[config.mk]
export PLATFORM = sky130hd
export DESIGN_NAME = letter_fetcher_flat
export DESIGN_NICKNAME = d
export VERILOG_FILES = /design/src/rtl/letter_fetcher_pkg.sv /design/src/rtl/letter_fetcher_if.sv /design/src/rtl/letter_fetcher_sync_fifo.sv /design/src/rtl/letter_fetcher.sv /design/src/flat_wrapper.sv
export SDC_FILE = /design/constraint.sdc
export NUM_CORES = 1
export LEC_CHECK = 0
export CORE_UTILIZATION = 55
export CTS_BUF_LIST = sky130_fd_sc_hd__clkbuf_4
export DETAILED_ROUTE_END_ITERATION = 7
export PLACE_DENSITY_LB_ADDON = 0.12
export SLEW_MARGIN = 10
export SYNTH_ARGS = -nofsm -noshare
export SYNTH_HDL_FRONTEND = slang
export SYNTH_HIERARCHICAL = 1
export SYNTH_SLANG_ARGS = --single-unit
[constraint.sdc]
create_clock -name clock -period 4.4 [get_ports clock]
set_clock_uncertainty 0.2 [all_clocks]
set_input_delay 0.88 -clock clock [delete_from_list [all_inputs] [get_ports clock]]
set_output_delay 0.88 -clock clock [all_outputs]
set_load 0.01 [all_outputs]
[src/rtl/letter_fetcher_pkg.sv]
// Shared parameters and types for the address splitter / letter fetcher pair.
// Also holds the letter extraction helper used on returning memory words.
package letter_fetcher_pkg;

  localparam int unsigned WORDINDEXBITS   = 4;
  localparam int unsigned LETTERINDEXBITS = 2;
  localparam int unsigned LETTERBITS      = 8;
  localparam int unsigned MEMLATENCY      = 2;
  localparam int unsigned FIFODEPTH       = 4;

  localparam int unsigned WORDBITS       = LETTERBITS << LETTERINDEXBITS;
  localparam int unsigned LETTERSPERWORD = 1 << LETTERINDEXBITS;
  localparam int unsigned INFLIGHTBITS   = $clog2(FIFODEPTH + 1);

  typedef logic [WORDINDEXBITS-1:0]   word_idx_t;
  typedef logic [LETTERINDEXBITS-1:0] letter_idx_t;
  typedef logic [LETTERBITS-1:0]      letter_t;
  typedef logic [WORDBITS-1:0]        word_t;
  typedef logic [INFLIGHTBITS-1:0]    inflight_t;

  // Letter 0 lives in the least significant bits of the word.
  function automatic letter_t extract_letter(input word_t word, input letter_idx_t idx);
    letter_t l;
    l = '0;
    for (int k = 0; k < int'(LETTERSPERWORD); k++) begin
      if (idx == letter_idx_t'(k)) l = word[k*LETTERBITS +: LETTERBITS];
    end
    return l;
  endfunction

endpackage

[src/rtl/letter_fetcher_if.sv]
// Request, memory-read and letter-output signals of the letter fetcher.
// slave is the fetcher's view; master is the view of its environment.
interface letter_fetcher_if;
  import letter_fetcher_pkg::*;

  logic        in_valid;
  logic        in_ready;
  word_idx_t   wordIndex;
  letter_idx_t letterIndex;
  logic        mem_rd_en;
  word_idx_t   mem_rd_addr;
  word_t       mem_rd_data;
  logic        out_valid;
  logic        out_ready;
  letter_t     letter;

  modport slave (
    input  in_valid, wordIndex, letterIndex, mem_rd_data, out_ready,
    output in_ready, mem_rd_en, mem_rd_addr, out_valid, letter
  );

  modport master (
    output in_valid, wordIndex, letterIndex, mem_rd_data, out_ready,
    input  in_ready, mem_rd_en, mem_rd_addr, out_valid, letter
  );

endinterface

[src/rtl/letter_fetcher_sync_fifo.sv]
// sync_fifo: first-word-fall-through FIFO with synchronous active-low reset.
// Depth must be a power of two so the pointers wrap on their own.
module letter_fetcher_sync_fifo #(
  parameter int unsigned Width = 8,
  parameter int unsigned Depth = 4
) (
  input  logic                       clk_i,
  input  logic                       rst_ni,
  input  logic                       wr_en_i,
  input  logic [Width-1:0]           wr_data_i,
  input  logic                       rd_en_i,
  output logic [Width-1:0]           rd_data_o,
  output logic                       empty_o,
  output logic                       full_o,
  output logic [$clog2(Depth+1)-1:0] count_o
);

  localparam int unsigned PtrW = $clog2(Depth);
  localparam int unsigned CntW = $clog2(Depth + 1);

  logic [Width-1:0] mem_q [Depth];
  logic [PtrW-1:0]  wr_ptr_q, wr_ptr_d, rd_ptr_q, rd_ptr_d;
  logic [CntW-1:0]  count_q, count_d;
  logic             do_wr, do_rd;

  assign empty_o   = (count_q == '0);
  assign full_o    = (count_q == CntW'(Depth));
  assign count_o   = count_q;
  assign rd_data_o = mem_q[rd_ptr_q];

  assign do_wr = wr_en_i && !full_o;
  assign do_rd = rd_en_i && !empty_o;

  always_comb begin
    wr_ptr_d = wr_ptr_q;
    rd_ptr_d = rd_ptr_q;
    count_d  = count_q;
    if (do_wr) wr_ptr_d = wr_ptr_q + PtrW'(1);
    if (do_rd) rd_ptr_d = rd_ptr_q + PtrW'(1);
    if (do_wr && !do_rd) begin
      count_d = count_q + CntW'(1);
    end else if (!do_wr && do_rd) begin
      count_d = count_q - CntW'(1);
    end
  end

  always_ff @(posedge clk_i) begin
    if (!rst_ni) begin
      wr_ptr_q <= '0;
      rd_ptr_q <= '0;
      count_q  <= '0;
      for (int i = 0; i < int'(Depth); i++) mem_q[i] <= '0;
    end else begin
      wr_ptr_q <= wr_ptr_d;
      rd_ptr_q <= rd_ptr_d;
      count_q  <= count_d;
      if (do_wr) mem_q[wr_ptr_q] <= wr_data_i;
    end
  end

endmodule

[src/rtl/letter_fetcher.sv]
// Issues word reads for (wordIndex, letterIndex) requests and returns the addressed
// letters in order; credits reserve a FIFO slot per read since memory cannot stall.
module letter_fetcher
  import letter_fetcher_pkg::*;
(
  input logic             clock,
  input logic             reset_n,
  letter_fetcher_if.slave lf
);

  localparam inflight_t DepthCredits = inflight_t'(FIFODEPTH);

  logic                             accept, pop;
  word_idx_t                        addr_q;
  inflight_t                        inflight_q, inflight_d;
  logic        [MEMLATENCY-1:0]     tag_vld_q, tag_vld_d;
  letter_idx_t [MEMLATENCY-1:0]     tag_idx_q, tag_idx_d;
  logic                             fifo_wr, fifo_empty, fifo_full;
  letter_t                          fifo_wr_data;
  logic        [INFLIGHTBITS-1:0]   fifo_count;

  assign lf.in_ready    = reset_n && (inflight_q < DepthCredits);
  assign accept         = lf.in_valid && lf.in_ready;
  assign lf.mem_rd_en   = accept;
  assign lf.mem_rd_addr = accept ? lf.wordIndex : addr_q;
  assign lf.out_valid   = !fifo_empty;
  assign pop            = lf.out_valid && lf.out_ready;

  // The last tag stage is aligned with the word coming back from memory.
  assign fifo_wr      = tag_vld_q[MEMLATENCY-1];
  assign fifo_wr_data = extract_letter(lf.mem_rd_data, tag_idx_q[MEMLATENCY-1]);

  always_comb begin
    tag_vld_d    = tag_vld_q;
    tag_idx_d    = tag_idx_q;
    tag_vld_d[0] = accept;
    tag_idx_d[0] = lf.letterIndex;
    for (int k = 1; k < int'(MEMLATENCY); k++) begin
      tag_vld_d[k] = tag_vld_q[k-1];
      tag_idx_d[k] = tag_idx_q[k-1];
    end
  end

  always_comb begin
    inflight_d = inflight_q;
    case ({accept, pop})
      2'b10:   inflight_d = inflight_q + inflight_t'(1);
      2'b01:   inflight_d = inflight_q - inflight_t'(1);
      default: inflight_d = inflight_q;
    endcase
  end

  always_ff @(posedge clock) begin
    if (!reset_n) begin
      addr_q     <= '0;
      inflight_q <= '0;
      tag_vld_q  <= '0;
      tag_idx_q  <= '0;
    end else begin
      if (accept) addr_q <= lf.wordIndex;
      inflight_q <= inflight_d;
      tag_vld_q  <= tag_vld_d;
      tag_idx_q  <= tag_idx_d;
    end
  end

  letter_fetcher_sync_fifo #(
    .Width (LETTERBITS),
    .Depth (FIFODEPTH)
  ) u_fifo (
    .clk_i     (clock),
    .rst_ni    (reset_n),
    .wr_en_i   (fifo_wr),
    .wr_data_i (fifo_wr_data),
    .rd_en_i   (pop),
    .rd_data_o (lf.letter),
    .empty_o   (fifo_empty),
    .full_o    (fifo_full),
    .count_o   (fifo_count)
  );

`ifndef SYNTHESIS
  a_no_fifo_overflow: assert property (@(posedge clock) disable iff (!reset_n)
    !(fifo_wr && fifo_full));
  a_inflight_bound: assert property (@(posedge clock) disable iff (!reset_n)
    inflight_q <= DepthCredits);
  a_credit_balance: assert property (@(posedge clock) disable iff (!reset_n)
    int'(inflight_q) == $countones(tag_vld_q) + int'(fifo_count));
  a_rd_data_known: assert property (@(posedge clock) disable iff (!reset_n)
    fifo_wr |-> !$isunknown(lf.mem_rd_data));
`endif

endmodule

[src/flat_wrapper.sv]
// flat-port wrapper written by rule: the top's interface ports become plain ports
module letter_fetcher_flat import letter_fetcher_pkg::*;
  (clock, reset_n, lf_in_valid, lf_wordIndex, lf_letterIndex, lf_mem_rd_data, lf_out_ready, lf_in_ready, lf_mem_rd_en, lf_mem_rd_addr, lf_out_valid, lf_letter);
  letter_fetcher_if lf_i ();
  input logic clock;
  input logic reset_n;
  input wire logic [$bits(lf_i.in_valid)-1:0] lf_in_valid;
  input wire logic [$bits(lf_i.wordIndex)-1:0] lf_wordIndex;
  input wire logic [$bits(lf_i.letterIndex)-1:0] lf_letterIndex;
  input wire logic [$bits(lf_i.mem_rd_data)-1:0] lf_mem_rd_data;
  input wire logic [$bits(lf_i.out_ready)-1:0] lf_out_ready;
  output wire logic [$bits(lf_i.in_ready)-1:0] lf_in_ready;
  output wire logic [$bits(lf_i.mem_rd_en)-1:0] lf_mem_rd_en;
  output wire logic [$bits(lf_i.mem_rd_addr)-1:0] lf_mem_rd_addr;
  output wire logic [$bits(lf_i.out_valid)-1:0] lf_out_valid;
  output wire logic [$bits(lf_i.letter)-1:0] lf_letter;
  assign lf_i.in_valid = lf_in_valid;
  assign lf_i.wordIndex = lf_wordIndex;
  assign lf_i.letterIndex = lf_letterIndex;
  assign lf_i.mem_rd_data = lf_mem_rd_data;
  assign lf_i.out_ready = lf_out_ready;
  assign lf_in_ready = lf_i.in_ready;
  assign lf_mem_rd_en = lf_i.mem_rd_en;
  assign lf_mem_rd_addr = lf_i.mem_rd_addr;
  assign lf_out_valid = lf_i.out_valid;
  assign lf_letter = lf_i.letter;
  letter_fetcher u_core (.clock(clock), .reset_n(reset_n), .lf(lf_i));
endmodule
### Word level (Yosys, flattened, before mapping)

Memories as Yosys holds them, arrays and structs flattened. A register that Yosys moved wholly into a read port is not among the register bits.
Cells that the tools add are included.

* bits in registers: 20
* bits in writable memories: 32
* logic and storage cells: 55
* memories kept: 1

* $add $sub $neg: 6
* magnitude comparators: 1
* eq/ne operators: 6
* mux-type cells: 17
* reductions and logical operators: 16

Memories
* u_core.u_fifo.mem_q: words 4, width 8, rd ports 1, clocked after memory_dff 1, write ports 4, RTL line letter_fetcher_sync_fifo.sv:21 `logic [Width-1:0] mem_q [Depth];`

Operators with widths (number)
* 8-bit two-way mux: 5
* 8-bit OR reduction: 1
* 1-bit logical AND: 7
* 3-bit by 1-bit adder with 3-bit output, second input constant: 2
* 2-bit equality test, second input constant: 3
* 2-bit two-way mux: 3
* 3-bit two-way mux: 2
* 3-bit one-hot mux with 2 select lines: 1
* 3-bit by 1-bit subtractor with 3-bit output, second input constant: 2
* 1-bit two-way mux: 5
* 2-bit by 1-bit adder with 2-bit output, second input constant: 2
* 2-bit by 1-bit equality test with 1-bit output, second input constant: 2
* 1-bit zero test: 4
* 4-bit two-way mux: 1
* 2-bit nonzero test: 2
* 3-bit equality test, second input constant: 1
* 3-bit zero test: 1
* 3-bit < comparator, second input constant: 1
* 2-bit zero test: 1

### Logic depth before layout (Yosys ltp)

* word-level depth: 8
* mapped depth: 9
* depth with buffers taken out: 9

### Cells and area by module

Netlist, hierarchy kept.

By module, submodules not included
* letter_fetcher_sync_fifo: times used 1, cells an instance 124, area each 1853.0 sq um, sequential area each 1141.1 sq um
* letter_fetcher: times used 1, cells an instance 63, area each 777.0 sq um, sequential area each 260.2 sq um

### Least setup slack after synthesis

No wires, ideal clock.

* path type: input to output
* start: in reset_n
* end: out lf_mem_rd_addr[0]
* data arrival time: 1.544 ns
* data required time: 3.320 ns
* setup slack: 1.776 ns
* stages: 4
* buffers on the path: 0
* cell sequence: nor2b_4 > nand2_4 > inv_4 > mux2_4

* longest elaborated chain between the ends: 3

Ends and longest elaborated chain
* start, declared: RTL line flat_wrapper.sv:6 `input logic reset_n;`
* 1-bit logical AND: RTL line letter_fetcher.sv:22 `assign lf.in_ready = reset_n && (inflight_q < DepthCredits);`
* 1-bit logical AND: RTL line letter_fetcher.sv:23 `assign accept = lf.in_valid && lf.in_ready;`
* via lf_mem_rd_en: RTL line flat_wrapper.sv:13 `output wire logic [$bits(lf_i.mem_rd_en)-1:0] lf_mem_rd_en;`
* 4-bit two-way mux
* end, declared: RTL line flat_wrapper.sv:14 `output wire logic [$bits(lf_i.mem_rd_addr)-1:0] lf_mem_rd_addr;`

The timed path passes the listed nets, and every way through them passes these cells.

### Worst setup path in the final report

* start: in reset_n
* end: out lf_mem_rd_addr[3]

* longest elaborated chain between the ends: 3

Ends and longest elaborated chain (RTL line)
* 1-bit logical AND: letter_fetcher.sv:22
* 1-bit logical AND: letter_fetcher.sv:23
* 4-bit two-way mux

Every way passes these cells.

==> impl_metrics.py <==
metrics = {
    "status": {
        "status": "finished with violations",
        "failed_checks": "design-rule violations",
    },
    "timing": {
        "maxClockFrequency_mhz": 280,
        "final_min_period_over_clock_period": 0.811,
        "setup_viol": 0,
        "tns_ns": 0,
        "grt_setup_unrepaired": "no",
        "final_hold_violating_endpoints": 0,
        "timing.final.crit_period_ns": 3.57,
        "finalWorstSetupSlack_ns": 0.831,
        "slew_violations": 0,
        "tightestPinTransition_ns": 0.604,
        "max_slew_margin": 0.597,
    },
    "cts": {
        "clkTransAtPathRegs_ns": 0.13,
        "ctsResizeCount": 0,
        "clock_tree_from_tritoncts": "done",
        "htreeDepth": 2,
        "numCtsBuffers": 5,
        "cts_hold_buffers": 0,
        "insertion_delay_ns": 0.37,
        "cts_buffer_depth": 2,
        "post-cts-setup-buffers": 0,
        "clock-root-buffer": "sky130_fd_sc_hd__clkbuf_4",
        "clock_sink_count": 54,
    },
    "place": {
        "detailed_place.area_um2": 3240,
        "gp_congestion": 0.772,
        "detailedPlace.worstSlack_ns": 0.817,
        "detailedPlacementHpwl_um": 3890,
        "numPortBuffers": 56,
    },
    "floorplanning": {
        "start_util": 0.588,
        "die-area_um2": 5060,
        "die_w_um": 71.2,
        "dieHeight_um": 71.2,
        "core_outline_area_um2": 4470,
        "placementRows": 24,
        "ios": 57,
    },
    "setup_path": {
        "startpoint_type": "input pin",
        "critical_path_required_ns": 3.32,
        "worstSetupPathType": "input pin to output pin",
        "signal_arrival_time_at_the_worst_endpoint_ns": 2.49,
        "critPathCaptureType": "output pin",
        "timing.critical_path.fanout_max": 5,
    },
    "route": {
        "postRouteAntennaNets": 0,
        "totalWireLength_um": 5430,
        "drt_drc_violations_left": 8,
        "post_drt_via_cell_ratio": 5.80,
        "first_pass_iters": 6,
        "dr_total_vias": 1735,
        "starting_drt_drc_count": 89,
        "detail_route.wl_per_cell_um": 18.1,
    },
    "synth": {
        "postSynthNetCount": 233,
        "yosys-top-cells-area": "sky130_fd_sc_hd__edfxtp_1 (37%), sky130_fd_sc_hd__dfxtp_1 (17%), sky130_fd_sc_hd__mux4_2 (14%), sky130_fd_sc_hd__and2_1 (8.3%), sky130_fd_sc_hd__mux2_4 (2.3%)",
        "synth_warnings": 6,
        "netlist-cell-type-count": 41,
        "netlist_area_um2": 2630,
        "cells_after_synthesis": 187,
        "mean_post_synth_cell_area_um2": 14.1,
        "synth.largest_area_cell": "sky130_fd_sc_hd__edfxtp_1",
        "sequential_cell_area_fraction_in_the_yosys_report": 0.533,
        "yosys.area.top_type_share": 0.365,
        "ys_ff_latch": 54,
    },
    "power": {
        "finalPower_uw": 1090,
        "irDropWorstVdd_mv": 0.270,
        "power_leakage_uw": 0.00125,
        "pwr_density_cell_nw_per_um2": 331,
    },
    "global_routing": {
        "first_global_vias": 1848,
        "grt_usage": 0.236,
        "largest_net_degree_at_the_start_of_global_routing": 37,
        "overflow": 0,
        "number_of_antenna_violations_at_the_first_check_in_global_routing": 0,
        "wire_length_of_the_first_global_routing_pass_um": 8760,
    },
    "final_layout": {
        "n_diodes": 0,
        "area_growth_syn_to_layout_pct": 25.4,
        "fin_util": 0.737,
        "final.fill_count": 292,
        "layout-drive-gt1-share": 0.170,
        "nets": 292,
        "finish.instance_area_um2": 3300,
    },
    "worst_hold_path": {
        "worstHoldPathType": "flip-flop to flip-flop",
    },
    "flow_run": {
        "drv_cap": 0,
    },
}
==> cell families after synthesis <==
group | share of synthesized area
buffers and inverters | 0.0314
multiplexers | 0.179
AO/OA/AOI/OAI | 0.0300
XOR/XNOR | 0.0200
AND/OR/NAND/NOR | 0.182
flip-flops | 0.533
adder cells (fa/ha/maj) | 0.0247
==> power by group <==
part | switching, uW | internal, uW | leakage, uW | total [uW]
Sequential | 35.1 | 573 | 0.000512 | 608
Clock | 144 | 74.6 | 0.0000365 | 219
Combinational | 108 | 158 | 0.000705 | 266
Total | 288 | 806 | 0.00125 | 1090
==> layer usage <==
layer	wire length, um	up-vias	GRT usage
met3	261	18	0.0541
met2	2950	51	0.440
met1	2060	868	0.250
met4	161	0	0.109
met5	0	-	0
li1	-	798	-
==> metrics by stage <==
| stage | hold slack [ns] | std cells |
|---|---|---|
| floorplan | 0.212 | 187 |
| global placement | 0.215 | 291 |
| detailed placement | 0.221 | 291 |
| CTS | 0.256 | 299 |
| global route | 0.283 | 299 |
| finish | 0.251 | 299 |
==> placed cells by master (no fill, tap or decap), types with 3 or more instances in the layout <==
cell type,count
sky130_fd_sc_hd__and2_1,35
sky130_fd_sc_hd__and3_1,8
sky130_fd_sc_hd__buf_4,4
sky130_fd_sc_hd__clkbuf_4,7
sky130_fd_sc_hd__clkdlybuf4s50_1,56
sky130_fd_sc_hd__dfxtp_1,22
sky130_fd_sc_hd__edfxtp_1,32
sky130_fd_sc_hd__inv_1,6
sky130_fd_sc_hd__mux2_4,4
sky130_fd_sc_hd__mux2i_1,5
sky130_fd_sc_hd__mux4_2,16
sky130_fd_sc_hd__nand2_1,4
sky130_fd_sc_hd__nor2b_1,7
sky130_fd_sc_hd__o21ai_0,5
sky130_fd_sc_hd__o31ai_1,3
sky130_fd_sc_hd__xnor2_1,4
==> final cells by class <==
cell class	count	area, um^2	area share
Inverter	9	38.8	0.0118
Tap cell	52	65.1	0.0197
Timing Repair Buffer	60	591	0.179
Clock buffer	7	52.6	0.0159
Clock inverter	1	3.75	0.00114
Sequential cell	54	1400	0.425
Multi-Input combinational cell	116	1150	0.347
==> path summary, 6_finish.rpt <==
path | start | to | slack (ns) | cells past startpoint
worst max-delay path | reset_n | lf_mem_rd_addr[3] | 0.83 | 6
worst min-delay path | u_core/tag_vld_q[0] | u_core/tag_vld_q[1] | 0.25 | 1
worst max register to register | u_core/u_fifo/count_o[0] | u_core/u_fifo/count_o[2] | 1.89 | 9
worst min register to register | u_core/tag_vld_q[0] | u_core/tag_vld_q[1] | 0.25 | 1
==> registers in the layout, summed over array words and instances (netlist names), named ones only <==
| signal | cells |
|---|---|
| u_core/tag_idx_d | 2 |
| u_core/u_fifo/rd_ptr_q | 2 |
| u_core/inflight_q | 3 |
| u_core/tag_vld_q | 2 |
| u_core/addr_q | 4 |
| u_core/u_fifo/wr_ptr_q | 2 |
| u_core/u_fifo/count_o | 3 |
| u_core/tag_idx_q | 2 |
| u_core/u_fifo/mem_q | 32 |
==> cells in the mapped netlist <==
cell                       count
sky130_fd_sc_hd__nor2b_4       1
sky130_fd_sc_hd__dfxtp_1      22
sky130_fd_sc_hd__xnor2_1       4
sky130_fd_sc_hd__inv_1         6
sky130_fd_sc_hd__nor4bb_4      1
sky130_fd_sc_hd__nand4_1       1
sky130_fd_sc_hd__nor2_1        1
sky130_fd_sc_hd__clkbuf_1      3
sky130_fd_sc_hd__xor2_1        2
sky130_fd_sc_hd__edfxtp_1     32
sky130_fd_sc_hd__buf_4         1
sky130_fd_sc_hd__buf_1         1
sky130_fd_sc_hd__and2_1       35
sky130_fd_sc_hd__o211ai_1      1
sky130_fd_sc_hd__nand2_4       1
sky130_fd_sc_hd__nand2_2       1
sky130_fd_sc_hd__buf_2         1
sky130_fd_sc_hd__a21boi_1      1
sky130_fd_sc_hd__mux2_4        4
sky130_fd_sc_hd__fa_1          2
sky130_fd_sc_hd__and4_4        1
sky130_fd_sc_hd__clkbuf_2      1
sky130_fd_sc_hd__buf_6         1
sky130_fd_sc_hd__mux4_2       16
sky130_fd_sc_hd__nor4b_4       1
sky130_fd_sc_hd__a21boi_0      1
sky130_fd_sc_hd__and3_1        8
sky130_fd_sc_hd__or3b_4        1
sky130_fd_sc_hd__ha_1          2
sky130_fd_sc_hd__o21ai_0       5
sky130_fd_sc_hd__o31ai_1       3
sky130_fd_sc_hd__o311ai_0      1
sky130_fd_sc_hd__inv_2         1
sky130_fd_sc_hd__nand2_1       4
sky130_fd_sc_hd__nand4b_1      1
sky130_fd_sc_hd__nor3_1        1
sky130_fd_sc_hd__nand2b_1      2
sky130_fd_sc_hd__mux2i_1       5
sky130_fd_sc_hd__nor2b_1       7
sky130_fd_sc_hd__or3_1         2
sky130_fd_sc_hd__inv_4         2
==> worst max-delay path, cell delays in order <==
cell,delay [ns]
sky130_fd_sc_hd__clkdlybuf4s50_1,0.48
sky130_fd_sc_hd__nor2b_4,0.17
sky130_fd_sc_hd__nand2_4,0.08
sky130_fd_sc_hd__inv_4,0.09
sky130_fd_sc_hd__mux2_4,0.30
sky130_fd_sc_hd__clkdlybuf4s50_1,0.48
(Power assumes the default switching activity.)
